File: src/rtl/irq_pkg.sv
// Shared constants and state type for the interrupt request encoder.
package irq_pkg;

    localparam int IRQ_N = 8;
    localparam int IRQ_W = 3;

    typedef enum logic {
        S_IDLE,
        S_PRESENT
    } irq_state_t;

endpackage

File: src/rtl/irq_encoder_priority_encoder.sv
// Combinational lowest-bit-wins priority encoder; out is 0 when nothing is set.
module priority_encoder
    import irq_pkg::*;
#(
    parameter int N = IRQ_N,
    parameter int W = $clog2(N)
) (
    input  logic [N-1:0] in,
    output logic [W-1:0] out,
    output logic         any
);

    // Scan from the top down so the lowest set bit is the last one written.
    always_comb begin
        out = '0;
        any = 1'b0;
        for (int i = N - 1; i >= 0; i--) begin
            if (in[i]) begin
                out = W'(i);
                any = 1'b1;
            end
        end
    end

endmodule

File: src/rtl/irq_encoder.sv
// Registered interrupt priority encoder with sticky edge-captured pending
// bits and a valid/ack handshake toward the core.
//
// state     | meaning
// ----------+------------------------------------------------------------
// S_IDLE    | nothing presented; waits for ena and an eligible pending line
// S_PRESENT | valid=1, index frozen until the consumer acks
module irq_encoder
    import irq_pkg::*;
#(
    parameter int N = IRQ_N,
    parameter int W = $clog2(N)
) (
    input  logic         clk,
    input  logic         rst,
    input  logic         ena,
    input  logic [N-1:0] req,
    input  logic [N-1:0] mask,
    input  logic         ack,
    output logic         valid,
    output logic [W-1:0] index,
    output logic [N-1:0] pending,
    output logic         overflow
);

    irq_state_t   state_q;
    irq_state_t   state_nxt;
    logic [N-1:0] req_q;
    logic [N-1:0] pending_q;
    logic         overflow_q;
    logic [W-1:0] index_q;
    logic [N-1:0] rise;
    logic [N-1:0] clr;
    logic [N-1:0] sel;
    logic [W-1:0] enc_out;
    logic         enc_any;
    logic         load_index;

    assign rise = req & ~req_q;
    assign sel  = pending_q & mask;

    priority_encoder #(
        .N (N),
        .W (W)
    ) u_prio (
        .in  (sel),
        .out (enc_out),
        .any (enc_any)
    );

    // Clear mask for the acknowledged line; zero unless a presentation is accepted.
    always_comb begin
        clr = '0;
        if (state_q == S_PRESENT && ack) begin
            clr = N'(1) << index_q;
        end
    end

    // Edge capture, sticky pending (set beats clear) and sticky overflow.
    always_ff @(posedge clk) begin
        if (rst) begin
            req_q      <= '0;
            pending_q  <= '0;
            overflow_q <= 1'b0;
        end else begin
            req_q     <= req;
            pending_q <= (pending_q & ~clr) | rise;
            if ((rise & pending_q & ~clr) != '0) begin
                overflow_q <= 1'b1;
            end
        end
    end

    // FSM state register.
    always_ff @(posedge clk) begin
        if (rst) begin
            state_q <= S_IDLE;
        end else begin
            state_q <= state_nxt;
        end
    end

    // FSM next-state; ena only gates starting a new presentation.
    always_comb begin
        state_nxt  = state_q;
        load_index = 1'b0;
        case (state_q)
            S_IDLE: begin
                if (ena && enc_any) begin
                    state_nxt  = S_PRESENT;
                    load_index = 1'b1;
                end
            end
            S_PRESENT: begin
                if (ack) begin
                    state_nxt = S_IDLE;
                end
            end
            default: state_nxt = S_IDLE;
        endcase
    end

    // Index is captured only on the entry into S_PRESENT and then held.
    always_ff @(posedge clk) begin
        if (rst) begin
            index_q <= '0;
        end else if (load_index) begin
            index_q <= enc_out;
        end
    end

    assign valid    = (state_q == S_PRESENT);
    assign index    = index_q;
    assign pending  = pending_q;
    assign overflow = overflow_q;

endmodule

File: config.mk
export PLATFORM = sky130hd
export DESIGN_NAME = irq_encoder
export DESIGN_NICKNAME = d
export VERILOG_FILES = /design/src/rtl/irq_pkg.sv /design/src/rtl/irq_encoder_priority_encoder.sv /design/src/rtl/irq_encoder.sv
export SDC_FILE = /design/constraint.sdc
export NUM_CORES = 1
export LEC_CHECK = 0
export CORE_MARGIN = 2
export CORE_UTILIZATION = 43
export CTS_CLUSTER_DIAMETER = 60
export CTS_CLUSTER_SIZE = 10
export DETAILED_ROUTE_END_ITERATION = 8
export PLACE_DENSITY = 0.86
export SETUP_SLACK_MARGIN = 0.1
export SYNTH_ARGS = -nofsm -noshare
export SYNTH_HDL_FRONTEND = slang
export SYNTH_HIERARCHICAL = 1
export SYNTH_SLANG_ARGS = --single-unit
File: constraint.sdc
create_clock -name clk -period 1.7 [get_ports clk]
set_input_delay 0.34 -clock clk [delete_from_list [all_inputs] [get_ports clk]]
set_output_delay 0.34 -clock clk [all_outputs]
set_load 0.1 [all_outputs]
Word-level counts from Yosys, hierarchy flattened
Cells that the tools add are included.
{ "word_totals": {"wordCells": 39, "inputBits": 20, "ff_bits": 21} }
{ "classes": {"n_shift": 1, "reduce_logical": 3, "n_mux": 21, "n_bitwise": 9} }
{ "ops": {"columns": ["operator", "n"], "rows": [
  ["bitwise AND 8 bit", 5],
  ["two-way mux 3 bit", 8],
  ["NOT 8 bit", 2],
  ["two-way mux 1 bit", 11],
  ["two-way mux 8 bit", 1],
  ["OR 8 bit", 1],
  ["nonzero test 8 bit", 1],
  ["left shift 1 x 3 -> 8 bit, first input constant", 1],
  ["logical AND 1 bit", 2],
  ["case mux 1 bit (2 select lines)", 1],
  ["NOT 1 bit", 1]
]} }

Depth between registers and ports, before layout
{ "depth": {"depth_word": 12, "ltp_mapped": 6, "ltp_nobuf": 6} }

Modules after synthesis
The synthesis kept the hierarchy.
{ "modules_own_cells": {"columns": ["mod", "n_inst", "cells_each", "area_per_inst_um2"], "rows": [
  ["irq_encoder", 1, 85, 833.3],
  ["priority_encoder", 1, 13, 80.1]
]} }

Worst setup path after synthesis
OpenSTA, ideal clock, no wires.
{ "synth_timing": {"kind": "register -> register", "from": "register pending_q[5], in the netlist pending[5]", "to": "register index_q[0], in the netlist index[0]", "stages_incl_launch_ff": 7, "synth_period_minus_slack_ps": 1911, "setup_slack_ps": -211, "arrival_time_ps": 1784, "path_buffers": 0, "cell_sequence": "dfxtp_1 -> and2_1 -> nor4_1 -> nand2_1 -> nand3b_1 -> mux2i_1 -> nor2_1"} }
{ "synth_via": {"elab_chain_cells": 10, "elab_cells_between_ends": 16, "cone_classes": "14 x mux; 1 x bitwise; 1 x reduce/logical"} }
{ "synth_lines": {"columns": ["element", "line_no", "source"], "rows": [
  ["from (decl)", "irq_encoder.sv:29", "logic [N-1:0] pending_q;"],
  ["from (signal assigned)", "irq_encoder.sv:67", "pending_q <= (pending_q & ~clr) | rise;"],
  ["bitwise AND 8 bit", "irq_encoder.sv:40", "assign sel = pending_q & mask;"],
  ["via sel[5]", "irq_encoder.sv:34", "logic [N-1:0] sel;"],
  ["two-way mux 1 bit (6 in a row)", "irq_encoder_priority_encoder.sv:18", "if (in[i]) begin"],
  ["via enc_any", "irq_encoder.sv:36", "logic enc_any;"],
  ["logical AND 1 bit", "irq_encoder.sv:89", "if (ena && enc_any) begin"],
  ["two-way mux 1 bit", "irq_encoder.sv:89", null],
  ["two-way mux 1 bit", "irq_encoder.sv:87", "case (state_q)"],
  ["to (signal assigned)", "irq_encoder.sv:108", "index_q <= enc_out;"],
  ["to (decl)", "irq_encoder.sv:31", "logic [W-1:0] index_q;"]
]} }
The timed path passes the listed nets, and every way through them passes these cells.
A chain may end at the register's enable or synchronous reset.

Worst setup path after layout
{ "layout_timing": {"from": "register pending_q[7], in the netlist pending[7]", "to": "register index_q[2], in the netlist index[2]"} }
{ "layout_via": {"elab_chain_cells": 12, "elab_cells_between_ends": 20, "cone_classes": "18 x mux; 1 x bitwise; 1 x reduce/logical"} }
{ "layout_lines": {"columns": ["element", "line_no"], "rows": [
  ["bitwise AND 8 bit", "irq_encoder.sv:40"],
  ["via sel[7]", "irq_encoder.sv:34"],
  ["two-way mux 1 bit (8 in a row)", "irq_encoder_priority_encoder.sv:18"],
  ["via enc_any", "irq_encoder.sv:36"],
  ["logical AND 1 bit", "irq_encoder.sv:89"],
  ["two-way mux 1 bit", "irq_encoder.sv:89"],
  ["two-way mux 1 bit", "irq_encoder.sv:87"]
]} }
The timed path passes the listed nets, and every way through them passes these cells.

==> results.toml <==
[run_status]
status = "complete, no violations"

[placement]
dp_hpwl_mm = 1.81
place.gp.congestion = 0.707
dpl-instance-area_um2 = 1490
pre_cts_ws_ns = -0.335
io_buffers = 32

[synth]
synth_edf_count = 0
ys_top_cells_by_area = "dfxtp_1 (46%), nand2b_1 (6.8%), nor2b_1 (6.8%)"
syn_area_per_cell_um2 = 9.32
ys_ff_latch = 21
synthCells = 98
ys.flop_type = "dfxtp_1"
yosysMostFrequentCell = "dfxtp_1"
synth_cell_type_count = 26
synth_nets = 118
yosys-top-cells-count = "dfxtp_1 (21), a21oi_1 (10), nand2b_1 (10), nor2b_1 (10), and2_1 (8)"
synth_top_area_frac = 0.460
ys_warn_count = 6
synthesis.area_um2 = 913
yosys.area.top_type = "dfxtp_1"
synthArstFlopShare = 0
yosysSeqAreaShare = 0.460

[routing]
dr.pass1.iters = 4
route.detailed.drc = 0
via_count = 941
dr.first_iter.drc_count = 10
ant_nets = 0
finalWirelength_mm = 2.76
wire_per_inst_um = 15.6
vias_per_cell = 5.32

[setup_path]
crit_start = "pending[7]"
crit_chain = "and2_4, nor4_4, nand2_1, nand3b_1, mux2i_1, nor2_1"
reg2reg_from = "pending[7]"
critical-path-top-delay-family = "simple AND/OR/NAND/NOR gates"
critical-path-max-stage-delay_ns = 0.37
cp_num_buf_inv = 0
arrival_ns = 1.79
crit_path_max_fanout = 4
slowest_stage = "dfxtp_4"
reg2reg_setup_slack_ns = 0.13
criticalPathCategory = "flop to flop"
crit_required_ns = 1.92
r2r_cells = 6
worst_setup_path_end_kind = "flop"
start_kind = "flop"
worstReg2RegEnd = "index[2]"

[final_layout]
n_fill_cell = 104
diodes = 0
areaGrowthSynthToFinish_pct = 78.6
multiInputGateArea_um2 = 517
ff_latch_area_um2 = 450
design_area_um2 = 1630
drive_gt1_frac = 0.393
final_nets = 171

[die]
num_rows = 16
initial_core_util = 0.461
coreArea_um2 = 1980
die_area_um2 = 2510
pin_count = 33
die_h_um = 50.1
die_w_um = 50.1

[clock_tree]
htree_levels = 1
insertion_delay_ns = 0.32
clkSinkCount = 21
hold_buffers = 0
cts_tree = "done"
cts-root-buf = "clkbuf_4"
cts_buffers = 3
clk_pin_slew_ns = 0.12
clk_path_buf_depth = 2

[min_path]
hold_class = "flop to flop"
hold_path_end = "pending[6]"
min_path_cells = 2
min_from = "req_q[6]"

[grt]
grt_pass1_wl_mm = 4.00
grt_max_degree = 22
antenna_found_initial = 0
grt.total_usage = 0.215
gr-total-overflow = 0
grt_pass1_vias = 900

[sta]
fin_worst_skew_ns = 0.00379
min_period_ns = 1.57
worst_pin_slew_ns = 0.317
fmax_ghz = 0.637
slew_headroom = 0.787
rsz0062_at_grt = "true"
fin_crit_sh = 0.924
setup_viol = 0
slew_violations = 0
setup_tns_ns = 0
setup_slack_ns = 0.129
hold_violations = 0

[power_and_ir_drop]
ir_drop_uv = 604
power_density_nw_per_um2 = 823
p_total_mw = 1.34
p_leak_nw = 0.689

[flow_run]
maxCapViolations = 0
flip-flops by register name, summed over array words and instances, names as in the netlist:
name      count
pending       8
req_q         8
index         3
overflow      1
valid         1
placed cells by master, fill, tap and decap left out, types with 2 or more instances in the layout:
cell type,synthesis,routed
buf_12,0,13
buf_4,0,18
nor2b_1,10,10
nand2b_1,10,10
clkbuf_4,0,3
nor4_4,0,2
dfxtp_4,0,6
o21ai_0,6,6
dlymetal6s2s_1,0,4
dfxtp_2,0,6
and2_4,0,6
nand2_1,2,2
dfxtp_1,21,9
mux2i_1,3,3
o22a_1,2,2
and2_1,8,2
nor2_1,6,6
clkdlybuf4s50_1,0,15
a21oi_1,10,10
nand3b_1,3,3
inv_1,2,2
cell families (layout without fill, tap and decap cells):
logic type,count (synthesis),after routing,share of synthesized area
muxes,3,3,0.0329
buffers and inverters,4,56,0.0164
DFF,21,21,0.460
AOI/OAI and AO/OA,27,27,0.201
and+or+nand+nor,43,43,0.289
per-layer routing:
layer  up-vias  GRT usage  share of wire
met5         -          0              0
met2        35      0.371           0.54
met4         0      0.120          0.030
met1       445      0.237           0.39
met3         9     0.0515          0.042
li1        452          -              -
area by class of cell:
cell class	instances	area share
clock inverter	1	0.00307
multi-input combinational	73	0.317
timing repair buffer	50	0.365
inverter	2	0.00460
clock buffer	3	0.0138
tap	27	0.0207
sequential	21	0.276
worst min-delay path: cells and delay by family, from the launching register on:
kind	cells	cell delay [ns]
simple gates	1	0.11
flops	1	0.32
compound gates	1	0.06
through the flow:
stage               hold slack, ns   util  std cells
finish                       0.512  0.823        177
global route                 0.540  0.823        177
CTS                          0.515  0.775        170
detailed placement           0.494  0.749        164
global placement             0.482  0.749        164
floorplan                    0.412      -         98
worst max-delay path by stage:
stage                     endpoint  slack (ns)  cells past startpoint
after global placement    index[2]       -0.18                      7
after detailed placement  index[0]       -0.34                      7
final                     index[2]        0.13                      6
after floorplan           index[0]        0.12                      6
after global routing      index[2]        0.03                      6
after CTS                 index[0]        0.11                      7
power breakdown:
group          total (mW)  switching, mW  internal [mW]  leakage, nW
Clock               0.246          0.158         0.0882       0.0177
Combinational       0.527          0.292          0.236        0.492
Sequential          0.569         0.0405          0.528        0.180
timing repair:
item,in CTS,in global routing
pin swaps,2,11
buffers inserted,2,7
gates resized for setup,2,12
setup endpoints to repair,3,4
Power figures use the tool's default switching activity.
